File: config.mk
export PLATFORM = sky130hd
export DESIGN_NAME = gate_apply_2q_flat
export DESIGN_NICKNAME = d
export VERILOG_FILES = /design/src/rtl/gate_apply_2q_if.sv /design/src/rtl/gate_apply_2q.sv /design/src/flat_wrapper.sv
export SDC_FILE = /design/constraint.sdc
export NUM_CORES = 2
export LEC_CHECK = 0
export BUFFER_PORTS_ARGS = -buffer_cell sky130_fd_sc_hd__buf_4
export CAP_MARGIN = 15
export CORE_UTILIZATION = 30
export CTS_BUF_LIST = sky130_fd_sc_hd__clkbuf_2
export DETAILED_ROUTE_END_ITERATION = 10
export PLACE_DENSITY = 0.42
export SYNTH_ARGS = -nofsm -noshare
export SYNTH_HDL_FRONTEND = slang
export SYNTH_SLANG_ARGS = --single-unit
File: constraint.sdc
create_clock -name clk -period 28.8 [get_ports clk]
set_clock_uncertainty 0.05 [all_clocks]
set_input_delay 7.2 -clock clk [delete_from_list [all_inputs] [get_ports clk]]
set_output_delay 7.2 -clock clk [all_outputs]
set_load 0.02 [all_outputs]
File: src/rtl/gate_apply_2q_if.sv
// Gate-opcode handshake and state-vector bus between a gate source and gate_apply_2q.
// master drives opcodes; slave (the gate engine) owns the amplitudes and status.
interface gate_apply_2q_if #(
    parameter int WIDTH = 16
);
    logic                    gate_valid;
    logic [2:0]              gate_op;
    logic                    gate_ready;
    logic signed [WIDTH-1:0] amp00_real;
    logic signed [WIDTH-1:0] amp00_imag;
    logic signed [WIDTH-1:0] amp01_real;
    logic signed [WIDTH-1:0] amp01_imag;
    logic signed [WIDTH-1:0] amp10_real;
    logic signed [WIDTH-1:0] amp10_imag;
    logic signed [WIDTH-1:0] amp11_real;
    logic signed [WIDTH-1:0] amp11_imag;
    logic                    state_valid;
    logic                    done;
    logic [7:0]              gate_count;

    modport master (
        output gate_valid, gate_op,
        input  gate_ready,
        input  amp00_real, amp00_imag, amp01_real, amp01_imag,
        input  amp10_real, amp10_imag, amp11_real, amp11_imag,
        input  state_valid, done, gate_count
    );

    modport slave (
        input  gate_valid, gate_op,
        output gate_ready,
        output amp00_real, amp00_imag, amp01_real, amp01_imag,
        output amp10_real, amp10_imag, amp11_real, amp11_imag,
        output state_valid, done, gate_count
    );
endinterface

File: src/rtl/gate_apply_2q.sv
// Two-qubit state-vector engine: applies one gate opcode at a time, two amplitude
// pairs per gate into shadow registers, then commits the whole vector at once.
module gate_apply_2q #(
    parameter int WIDTH     = 16,
    parameter int FRAC      = 7,
    parameter int INV_SQRT2 = 91
) (
    input logic            clk,
    input logic            reset,
    gate_apply_2q_if.slave bus
);
    localparam int PW = WIDTH + 9;
    localparam logic signed [WIDTH-1:0] ONE  = WIDTH'(1 << FRAC);
    localparam logic signed [PW-1:0]    PMAX = PW'((1 << (WIDTH - 1)) - 1);
    localparam logic signed [PW-1:0]    PMIN = ~PMAX;
    localparam logic signed [PW-1:0]    COEF = PW'(INV_SQRT2);

    typedef enum logic [1:0] {IDLE, PAIR0, PAIR1, COMMIT} state_t;

    state_t                  state, next_state;
    logic [2:0]              op_q;
    logic signed [WIDTH-1:0] re_q [4];
    logic signed [WIDTH-1:0] im_q [4];
    logic signed [WIDTH-1:0] re_sh[4];
    logic signed [WIDTH-1:0] im_sh[4];
    logic                    done_q;
    logic [7:0]              cnt_q;
    logic                    q1pair, second;
    logic [1:0]              ia, ib;
    logic signed [WIDTH-1:0] na_re, nb_re, na_im, nb_im;

    function automatic logic signed [PW-1:0] ext(input logic signed [WIDTH-1:0] a);
        return {{9{a[WIDTH-1]}}, a};
    endfunction

    function automatic logic signed [WIDTH-1:0] sat(input logic signed [PW-1:0] v);
        if (v > PMAX) return PMAX[WIDTH-1:0];
        if (v < PMIN) return PMIN[WIDTH-1:0];
        return v[WIDTH-1:0];
    endfunction

    function automatic logic signed [WIDTH-1:0] hmul(input logic signed [WIDTH-1:0] a,
                                                     input logic signed [WIDTH-1:0] b,
                                                     input logic sub);
        logic signed [PW-1:0] s;
        s = sub ? ext(a) - ext(b) : ext(a) + ext(b);
        return sat((s * COEF) >>> FRAC);
    endfunction

    function automatic logic signed [WIDTH-1:0] negs(input logic signed [WIDTH-1:0] a);
        return sat(-ext(a));
    endfunction

    // Returns {new_a, new_b} for the pair (a, b) selected by the current state.
    function automatic logic [2*WIDTH-1:0] xform(input logic [2:0] op, input logic sec,
                                                 input logic signed [WIDTH-1:0] a,
                                                 input logic signed [WIDTH-1:0] b);
        case (op)
            3'd1, 3'd2: return {b, a};
            3'd3, 3'd4: return {hmul(a, b, 1'b0), hmul(a, b, 1'b1)};
            3'd5:       return sec ? {b, a} : {a, b};
            3'd6:       return {a, negs(b)};
            3'd7:       return '0;
            default:    return {a, b};
        endcase
    endfunction

    // q1-type opcodes pair indices differing in bit 1; the rest pair on bit 0.
    always_comb begin
        q1pair = op_q inside {3'd2, 3'd4, 3'd5, 3'd6};
        second = (state == PAIR1);
        ia     = second ? (q1pair ? 2'd1 : 2'd2) : 2'd0;
        ib     = second ? 2'd3 : (q1pair ? 2'd2 : 2'd1);
        {na_re, nb_re} = xform(op_q, second, re_q[ia], re_q[ib]);
        {na_im, nb_im} = xform(op_q, second, im_q[ia], im_q[ib]);
        if (op_q == 3'd7 && !second) na_re = ONE;
    end

    always_ff @(posedge clk or negedge reset) begin
        if (!reset) state <= IDLE;
        else        state <= next_state;
    end

    always_comb begin
        next_state = state;
        case (state)
            IDLE:    if (bus.gate_valid) next_state = PAIR0;
            PAIR0:   next_state = PAIR1;
            PAIR1:   next_state = COMMIT;
            default: next_state = IDLE;
        endcase
    end

    always_comb begin
        bus.gate_ready  = (state == IDLE);
        bus.state_valid = (state == IDLE);
    end

    always_ff @(posedge clk or negedge reset) begin
        if (!reset) begin
            for (int unsigned i = 0; i < 4; i++) begin
                re_q[i]  <= (i == 0) ? ONE : '0;
                im_q[i]  <= '0;
                re_sh[i] <= '0;
                im_sh[i] <= '0;
            end
            op_q   <= '0;
            done_q <= 1'b0;
            cnt_q  <= '0;
        end else begin
            done_q <= 1'b0;
            case (state)
                IDLE: if (bus.gate_valid) op_q <= bus.gate_op;
                PAIR0, PAIR1: begin
                    re_sh[ia] <= na_re;
                    re_sh[ib] <= nb_re;
                    im_sh[ia] <= na_im;
                    im_sh[ib] <= nb_im;
                end
                default: begin
                    re_q   <= re_sh;
                    im_q   <= im_sh;
                    done_q <= 1'b1;
                    if (cnt_q != 8'hFF) cnt_q <= cnt_q + 8'd1;
                end
            endcase
        end
    end

    assign bus.amp00_real = re_q[0];
    assign bus.amp00_imag = im_q[0];
    assign bus.amp01_real = re_q[1];
    assign bus.amp01_imag = im_q[1];
    assign bus.amp10_real = re_q[2];
    assign bus.amp10_imag = im_q[2];
    assign bus.amp11_real = re_q[3];
    assign bus.amp11_imag = im_q[3];
    assign bus.done       = done_q;
    assign bus.gate_count = cnt_q;
endmodule

File: src/flat_wrapper.sv
// flat-port wrapper written by rule: the top's interface ports become plain ports
module gate_apply_2q_flat 
#(
    parameter int WIDTH     = 16,
    parameter int FRAC      = 7,
    parameter int INV_SQRT2 = 91
)
  (clk, reset, bus_gate_valid, bus_gate_op, bus_gate_ready, bus_amp00_real, bus_amp00_imag, bus_amp01_real, bus_amp01_imag, bus_amp10_real, bus_amp10_imag, bus_amp11_real, bus_amp11_imag, bus_state_valid, bus_done, bus_gate_count);
  gate_apply_2q_if #(.WIDTH(WIDTH)) bus_i ();
  input logic clk;
  input logic reset;
  input wire logic [$bits(bus_i.gate_valid)-1:0] bus_gate_valid;
  input wire logic [$bits(bus_i.gate_op)-1:0] bus_gate_op;
  output wire logic [$bits(bus_i.gate_ready)-1:0] bus_gate_ready;
  output wire logic [$bits(bus_i.amp00_real)-1:0] bus_amp00_real;
  output wire logic [$bits(bus_i.amp00_imag)-1:0] bus_amp00_imag;
  output wire logic [$bits(bus_i.amp01_real)-1:0] bus_amp01_real;
  output wire logic [$bits(bus_i.amp01_imag)-1:0] bus_amp01_imag;
  output wire logic [$bits(bus_i.amp10_real)-1:0] bus_amp10_real;
  output wire logic [$bits(bus_i.amp10_imag)-1:0] bus_amp10_imag;
  output wire logic [$bits(bus_i.amp11_real)-1:0] bus_amp11_real;
  output wire logic [$bits(bus_i.amp11_imag)-1:0] bus_amp11_imag;
  output wire logic [$bits(bus_i.state_valid)-1:0] bus_state_valid;
  output wire logic [$bits(bus_i.done)-1:0] bus_done;
  output wire logic [$bits(bus_i.gate_count)-1:0] bus_gate_count;
  assign bus_i.gate_valid = bus_gate_valid;
  assign bus_i.gate_op = bus_gate_op;
  assign bus_gate_ready = bus_i.gate_ready;
  assign bus_amp00_real = bus_i.amp00_real;
  assign bus_amp00_imag = bus_i.amp00_imag;
  assign bus_amp01_real = bus_i.amp01_real;
  assign bus_amp01_imag = bus_i.amp01_imag;
  assign bus_amp10_real = bus_i.amp10_real;
  assign bus_amp10_imag = bus_i.amp10_imag;
  assign bus_amp11_real = bus_i.amp11_real;
  assign bus_amp11_imag = bus_i.amp11_imag;
  assign bus_state_valid = bus_i.state_valid;
  assign bus_done = bus_i.done;
  assign bus_gate_count = bus_i.gate_count;
  gate_apply_2q #(.WIDTH(WIDTH), .FRAC(FRAC), .INV_SQRT2(INV_SQRT2)) u_core (.clk(clk), .reset(reset), .bus(bus_i));
endmodule
* Word level (Yosys, flattened, before mapping)
Cells that the tools add are included.
Word-level totals: output and inout bits 139, register bits 270, logic and storage cells 159, input port bits 6
Operators by class: eq/ne operators 11, reductions and logical operators 12, magnitude comparators 16, add/subtract/negate cells 7, multipliers 4, mux-type cells 86, bitwise operators 3
Operator list (count):
- $mux W16 | 35
- $pmux W32 S5 | 2
- $bwmux W64 | 4
- $bmux W16 S2 | 4
- $mul A17 B8 Y25 const B | 4
- $gt A18 B16 Y1 const B | 4
- $lt A18 B16 Y1 const B | 4
- $demux W16 S2 | 2
- $mux W32 | 2
- $gt A25 B16 Y1 const B | 2
- $lt A25 B16 Y1 const B | 2
- $neg A16 Y25 | 2
- $add A16 B16 Y17 | 2
- $sub A16 B16 Y17 | 2
- $mux W1 | 31
- $eq A3 B3 Y1 const B | 4
- $mux W2 | 5
- $add A8 B1 Y8 const B | 1
- $ne A8 B8 Y1 const B | 1
- $eq A3 B2 Y1 const B | 2
- $ge A3 B3 Y1 const B | 2
- $lt A3 B1 Y1 const B | 2
- $not A2 Y3 | 2
- $pmux W2 S3 | 1
- 12 further kinds | 17

* Longest topological paths before layout
word-level depth 21, gate-level depth with buffers 44, depth with buffers taken out 40

* Worst setup path after synthesis
OpenSTA, ideal clock, no wires.
kind flip-flop to flip-flop, start register u_core.state[0], end register u_core.im_sh[62] (netlist name), required time 28646 ps, setup time 104 ps, period minus slack after synthesis 9412 ps, cell stages (with the launch flop) 42, arrival time 9259 ps, setup slack 19388 ps, buffers on the path 5, cell sequence dfrtp_1 -> inv_1 -> ha_1 -> inv_1 -> clkbuf_1 -> clkbuf_1 -> buf_1 -> nor2_1 -> a31oi_1 -> inv_1 -> ha_1 -> clkbuf_1 -> nand2b_1 -> a21oi_1 -> o41a_1 -> nor2_1 -> o21bai_1 -> a21oi_1 -> [6 not listed] -> inv_1 -> fa_1 -> inv_1 -> fa_1 -> inv_1 -> ha_1 -> nand2_1 -> o21bai_1 -> a211oi_1 -> o21ai_0 -> o21ai_0 -> nor2_1 -> o211a_1 -> or3_1 -> buf_2 -> o41a_1 -> o311a_1 -> o41ai_2
Between the ends: cells in the longest elaborated chain, start to end 17, elaborated cells on any way between the ends 62, classes of those cells 3 x add/sub; 2 x mul; 10 x order compare; 2 x eq/ne; 40 x mux; 2 x bitwise; 3 x reduce/logical
Ends and longest elaborated chain:
- start, declared | RTL line gate_apply_2q.sv:20 | state_t state, next_state;
- start signal, assigned | RTL line gate_apply_2q.sv:81 | else state <= next_state;
- $eq A2 B2 Y1 | RTL line gate_apply_2q.sv:71, gate_apply_2q.sv:112
- $mux W2, on equally long branches | RTL line gate_apply_2q.sv:72, gate_apply_2q.sv:73
- $not A2 Y3, on equally long branches | RTL line gate_apply_2q.sv:75, gate_apply_2q.sv:117, gate_apply_2q.sv:118
- $bmux W16 S2 | RTL line gate_apply_2q.sv:75 | {na_im, nb_im} = xform(op_q, second, im_q[ia], im_q[ib]);
- $mux W16 (implied by the code) (2 in series) | RTL line gate_apply_2q.sv:75
- $add A16 B16 Y17 | RTL line gate_apply_2q.sv:46 | s = sub ? ext(a) - ext(b) : ext(a) + ext(b);
- $mul A17 B8 Y25 | RTL line gate_apply_2q.sv:47 | return sat((s * COEF) >>> FRAC);
- $lt A18 B16 Y1 | RTL line gate_apply_2q.sv:38 | if (v < PMIN) return PMIN[WIDTH-1:0];
- $mux W1 (2 in series) | RTL line gate_apply_2q.sv:38
- $mux W1 | RTL line gate_apply_2q.sv:58 | case (op)
- $mux W16 | RTL line gate_apply_2q.sv:39 | return v[WIDTH-1:0];
- $mux W16 | RTL line gate_apply_2q.sv:38
- $pmux W32 S5 | RTL line gate_apply_2q.sv:58
- $bwmux W64 | RTL line gate_apply_2q.sv:117 | im_sh[ia] <= na_im;
- $bwmux W64 | RTL line gate_apply_2q.sv:118 | im_sh[ib] <= nb_im;
- end signal, assigned by index | RTL line gate_apply_2q.sv:117
- end signal, assigned by index | RTL line gate_apply_2q.sv:118
- end, declared | RTL line gate_apply_2q.sv:25 | logic signed [WIDTH-1:0] im_sh[4];
Several ways; a longest one is shown, not always the timed one. The select of a mux whose other input is x is not followed. A chain may end at the register's enable or synchronous reset.

* Worst setup path after layout
start register u_core.op_q[1], end register u_core.re_sh[1] (netlist name)
Between the ends: cells in the longest elaborated chain, start to end 20, elaborated cells on any way between the ends 73, classes of those cells 3 x add/sub; 2 x mul; 10 x order compare; 7 x eq/ne; 43 x mux; 2 x bitwise; 6 x reduce/logical
Ends and longest elaborated chain:
- start, declared | RTL line gate_apply_2q.sv:21 | logic [2:0] op_q;
- start signal, assigned | RTL line gate_apply_2q.sv:113 | IDLE: if (bus.gate_valid) op_q <= bus.gate_op;
- $eq A3 B2 Y1 / $eq A3 B3 Y1 (equally long branches) | RTL line gate_apply_2q.sv:58, gate_apply_2q.sv:70
- $reduce_bool A4 Y1 | RTL line gate_apply_2q.sv:70 | q1pair = op_q inside {3'd2, 3'd4, 3'd5, 3'd6};
- $mux W2, on equally long branches (2 in series) | RTL line gate_apply_2q.sv:72, gate_apply_2q.sv:73
- $not A2 Y3, on equally long branches | RTL line gate_apply_2q.sv:74, gate_apply_2q.sv:115, gate_apply_2q.sv:116
- $bmux W16 S2 | RTL line gate_apply_2q.sv:74 | {na_re, nb_re} = xform(op_q, second, re_q[ia], re_q[ib]);
- $mux W16 (implied by the code) (2 in series) | RTL line gate_apply_2q.sv:74
- $add A16 B16 Y17 | RTL line gate_apply_2q.sv:46
- $mul A17 B8 Y25 | RTL line gate_apply_2q.sv:47
- $lt A18 B16 Y1 | RTL line gate_apply_2q.sv:38
- $mux W1 (2 in series) | RTL line gate_apply_2q.sv:38
- $mux W1 | RTL line gate_apply_2q.sv:58
- $mux W16 | RTL line gate_apply_2q.sv:39
- $mux W16 | RTL line gate_apply_2q.sv:38
- $pmux W32 S5 | RTL line gate_apply_2q.sv:58
- $mux W16 | RTL line gate_apply_2q.sv:76 | if (op_q == 3'd7 && !second) na_re = ONE;
- $bwmux W64 | RTL line gate_apply_2q.sv:115 | re_sh[ia] <= na_re;
- $bwmux W64 (*) | RTL line gate_apply_2q.sv:116 | re_sh[ib] <= nb_re;
- end signal, assigned by index | RTL line gate_apply_2q.sv:115
- end signal, assigned by index | RTL line gate_apply_2q.sv:116
- end, declared | RTL line gate_apply_2q.sv:24 | logic signed [WIDTH-1:0] re_sh[4];
Mark *: on every way between the ends. The rest lies on a longest branch, timed or not. The select of a mux whose other input is x is not followed.

==> key figures <==
Synth
  – Post-Syn Area per Cell: 8.77 um2
  – Largest area contributor in the netlist: dfrtp_1
  – Synth Register Bits: 270
  – Post-synth ARST share: 1.00
  – Post-synth top cells: inv_1 (446), ha_1 (290), dfrtp_1 (269)
  – Sequential area share after synthesis: 0.232
  – Synthesized netlist net count: 3788
  – Top cells by area, synth: dfrtp_1 (23%), ha_1 (12%), fa_1 (11%), inv_1 (5.7%), mux2_2 (5.0%)
  – Synth cell types: about 100
  – Number of synthesized flops with an enable pin: 0
  – Cell with the most instances after synthesis: inv_1
  – Area share of the largest cell type after synthesis: 0.231
  – Post-synthesis cell area: 0.0292 mm2
  – Yosys warning total: 0
  – Synth Flop Type: dfrtp_1
  – Cells after synthesis: approximately 3300

Drt
  – Vias per cell: 5.42
  – Post-route ant nets: 0
  – DRC Markers: 0
  – Drt wl/cell: roughly 24 um
  – Pre-Repair DR Iteration Count: 8
  – Initial DRC Count: around 2000
  – Final WL: 114000 um
  – DR vias: 25700

Critical path
  – Worst EP arrival: between 10 and 15 ns
  – Crit Path Class: reg -> reg
  – Slowest Stage Delay on Critical Path: approximately 0.97 ns
  – Critical Path RT: 29.62 ns
  – Endpoint class of the critical path: register
  – Slowest CP cell: dfrtp_1
  – Startpoint Class: register
  – Worst-path fanout max: 39

GRT
  – Largest net degree at the start of global routing: 88
  – Met1 Use GR: 0.298
  – Met3 Track Usage GR: 0.0326
  – Vias in the first global route: about 26000
  – Initial antenna violation count: 1
  – GRT Overall Usage: 0.229
  – Met2 GRT Util: 0.390
  – Busiest grt layer: met2
  – Grt total ovfl: 0
  – First-pass GRT wire length: about 170000 um

Place
  – Routability cong.: 0.935
  – Dpl cell area: 0.0317 mm2
  – Post-detail-place hpwl: 89500 um
  – Port Buffer Count: ~140

Clock tree
  – CTS Root Cell: clkbuf_2
  – CTS tree: built
  – Number of buffers created by CTS: 70
  – # hold bufs at CTS: 0
  – Post-CTS Setup Inserts: 0
  – H-tree lvl count: 3
  – Worst-skew pair later-pin latency: between 1 and 1.5 ns
  – Clock slew at reported path FFs: between 0.1 and 0.15 ns
  – TritonCTS Sinks: 270
  – Clock buffer depth: 3
  – Post_cts resized: 0

Timing
  – Fmax: 0.0807 GHz
  – Max-slew violation count: 0
  – Final Hold Viols: 0
  – Worst hold margin: 0.405 ns
  – RSZ-0062 raised after global routing: false
  – Least-Margin Pin Slew: 1.14 ns
  – Post-route setup TNS: 0 ns
  – Final min period: 12.40 ns
  – Final setup fails: 0
  – Max_slew headroom: 0.238
  – Period utilisation layout: 0.430

Floorplanning
  – Die X: 314 um
  – Initial Utilization: 0.302
  – Die extent in y: 314 um
  – Core area: 0.0966 mm2
  – Site Rows: between 100 and 150
  – Die Area: 0.0985 mm2
  – Io pins: 145

Worst hold path
  – Tightest Hold Check Type: reg -> reg

Run
  – Max Cap Violations: 0

Layout
  – Post-route cell area: 0.0323 mm2
  – Layout cells sized above 1: 0.148
  – Nets@finish: 3892
  – Area Overhead vs Synth: 10.8%

Outcome
  – Status: completed
[critical path, delay by kind of cell, from the launching register on]
| kind | cells | cell delay (ns) |
|---|---|---|
| buffers and inverters | 8 | 1.29 |
| xor gates and xnor gates | 1 | 0.32 |
| DFF | 1 | 0.97 |
| and+or+nand+nor | 5 | 1.63 |
| adders and majority gates | 5 | 2.38 |
| muxes | 4 | 1.15 |
| AOI/OAI and AO/OA | 17 | 4.42 |
[cell families after synthesis]
group	count (synthesis)	synth area share
mux	161	0.0608
compound gates	915	0.218
xor+xnor	158	0.0477
simple gates	736	0.120
fa+ha+maj	459	0.240
buf+inv	626	0.0824
flops	270	0.232
[registers in the layout, summed over array words and instances (netlist names)]
name                   count
u_core.bus.amp10_real     16
u_core.state               2
u_core.bus.amp10_imag     16
u_core.bus.amp01_real     16
u_core.bus.amp11_imag     16
u_core.re_sh              64
u_core.bus.gate_count      8
u_core.bus.amp00_imag     16
u_core.im_sh              64
u_core.bus.done            1
u_core.bus.amp00_real     16
u_core.bus.amp01_imag     16
u_core.op_q                3
u_core.bus.amp11_real     16
[area by class of cell]
type	count	area (um2)
diodes	3	7.51
clock buffers	83	415
clock inverters	28	229
fillers	10300	64200
inverters	456	1710
multi-input cells	2429	20100
flip-flops and latches	270	6760
well taps	1276	1600
repair buffers	202	1520
[path summary, 6_finish.rpt]
| kind | start | end | slack [ns] | cells after the start |
|---|---|---|---|---|
| max in group asynchronous | reset | u_core.im_sh[54]$_DFFE_PN0P_ | 19.66 | 4 |
| worst min-delay path | u_core.re_sh[30]$_DFFE_PN0P_ | u_core.bus.amp10_real[14]$_DFFE_PN0P_ | 0.40 | 1 |
| min in group asynchronous | reset | u_core.re_sh[7]$_DFFE_PN0P_ | 6.14 | 1 |
| worst min register to register | u_core.re_sh[30]$_DFFE_PN0P_ | u_core.bus.amp10_real[14]$_DFFE_PN0P_ | 0.40 | 1 |
| worst max register to register | u_core.op_q[1]$_DFFE_PN0P_ | u_core.re_sh[1]$_DFFE_PN0P_ | 16.40 | 40 |
| worst max-delay path | u_core.op_q[1]$_DFFE_PN0P_ | u_core.re_sh[1]$_DFFE_PN0P_ | 16.40 | 40 |
[metrics by stage]
stage	setup WS [ns]	utilization	std cells
global route	15.77	0.335	4747
CTS	16.75	0.335	4743
floorplan	19.39	-	3325
global placement	16.74	0.328	4630
finish	16.40	0.335	4747
detailed placement	16.80	0.328	4632
[routing by layer]
metal / up-vias / routed length [um]
li1: 11900 / -
met1: 12800 / 49200
met2: 790 / 55300
met3: 203 / 5770
met4: 0 / 3910
met5: - / 0
[cell usage in the layout (no fill, tap or decap), types with 115 or more instances in the layout]
cell / count
dfrtp_1: 269
xnor2_1: 115
inv_1: 445
fa_1: 167
nand2_1: 216
a21oi_1: 190
nor2_1: 202
o21ai_0: 167
ha_1: 287
mux2_2: 130
buf_4: 200
Power is left out: the tool's default activity adds up to more than one toggle a clock period on the data nets, which glitch-free logic cannot reach.
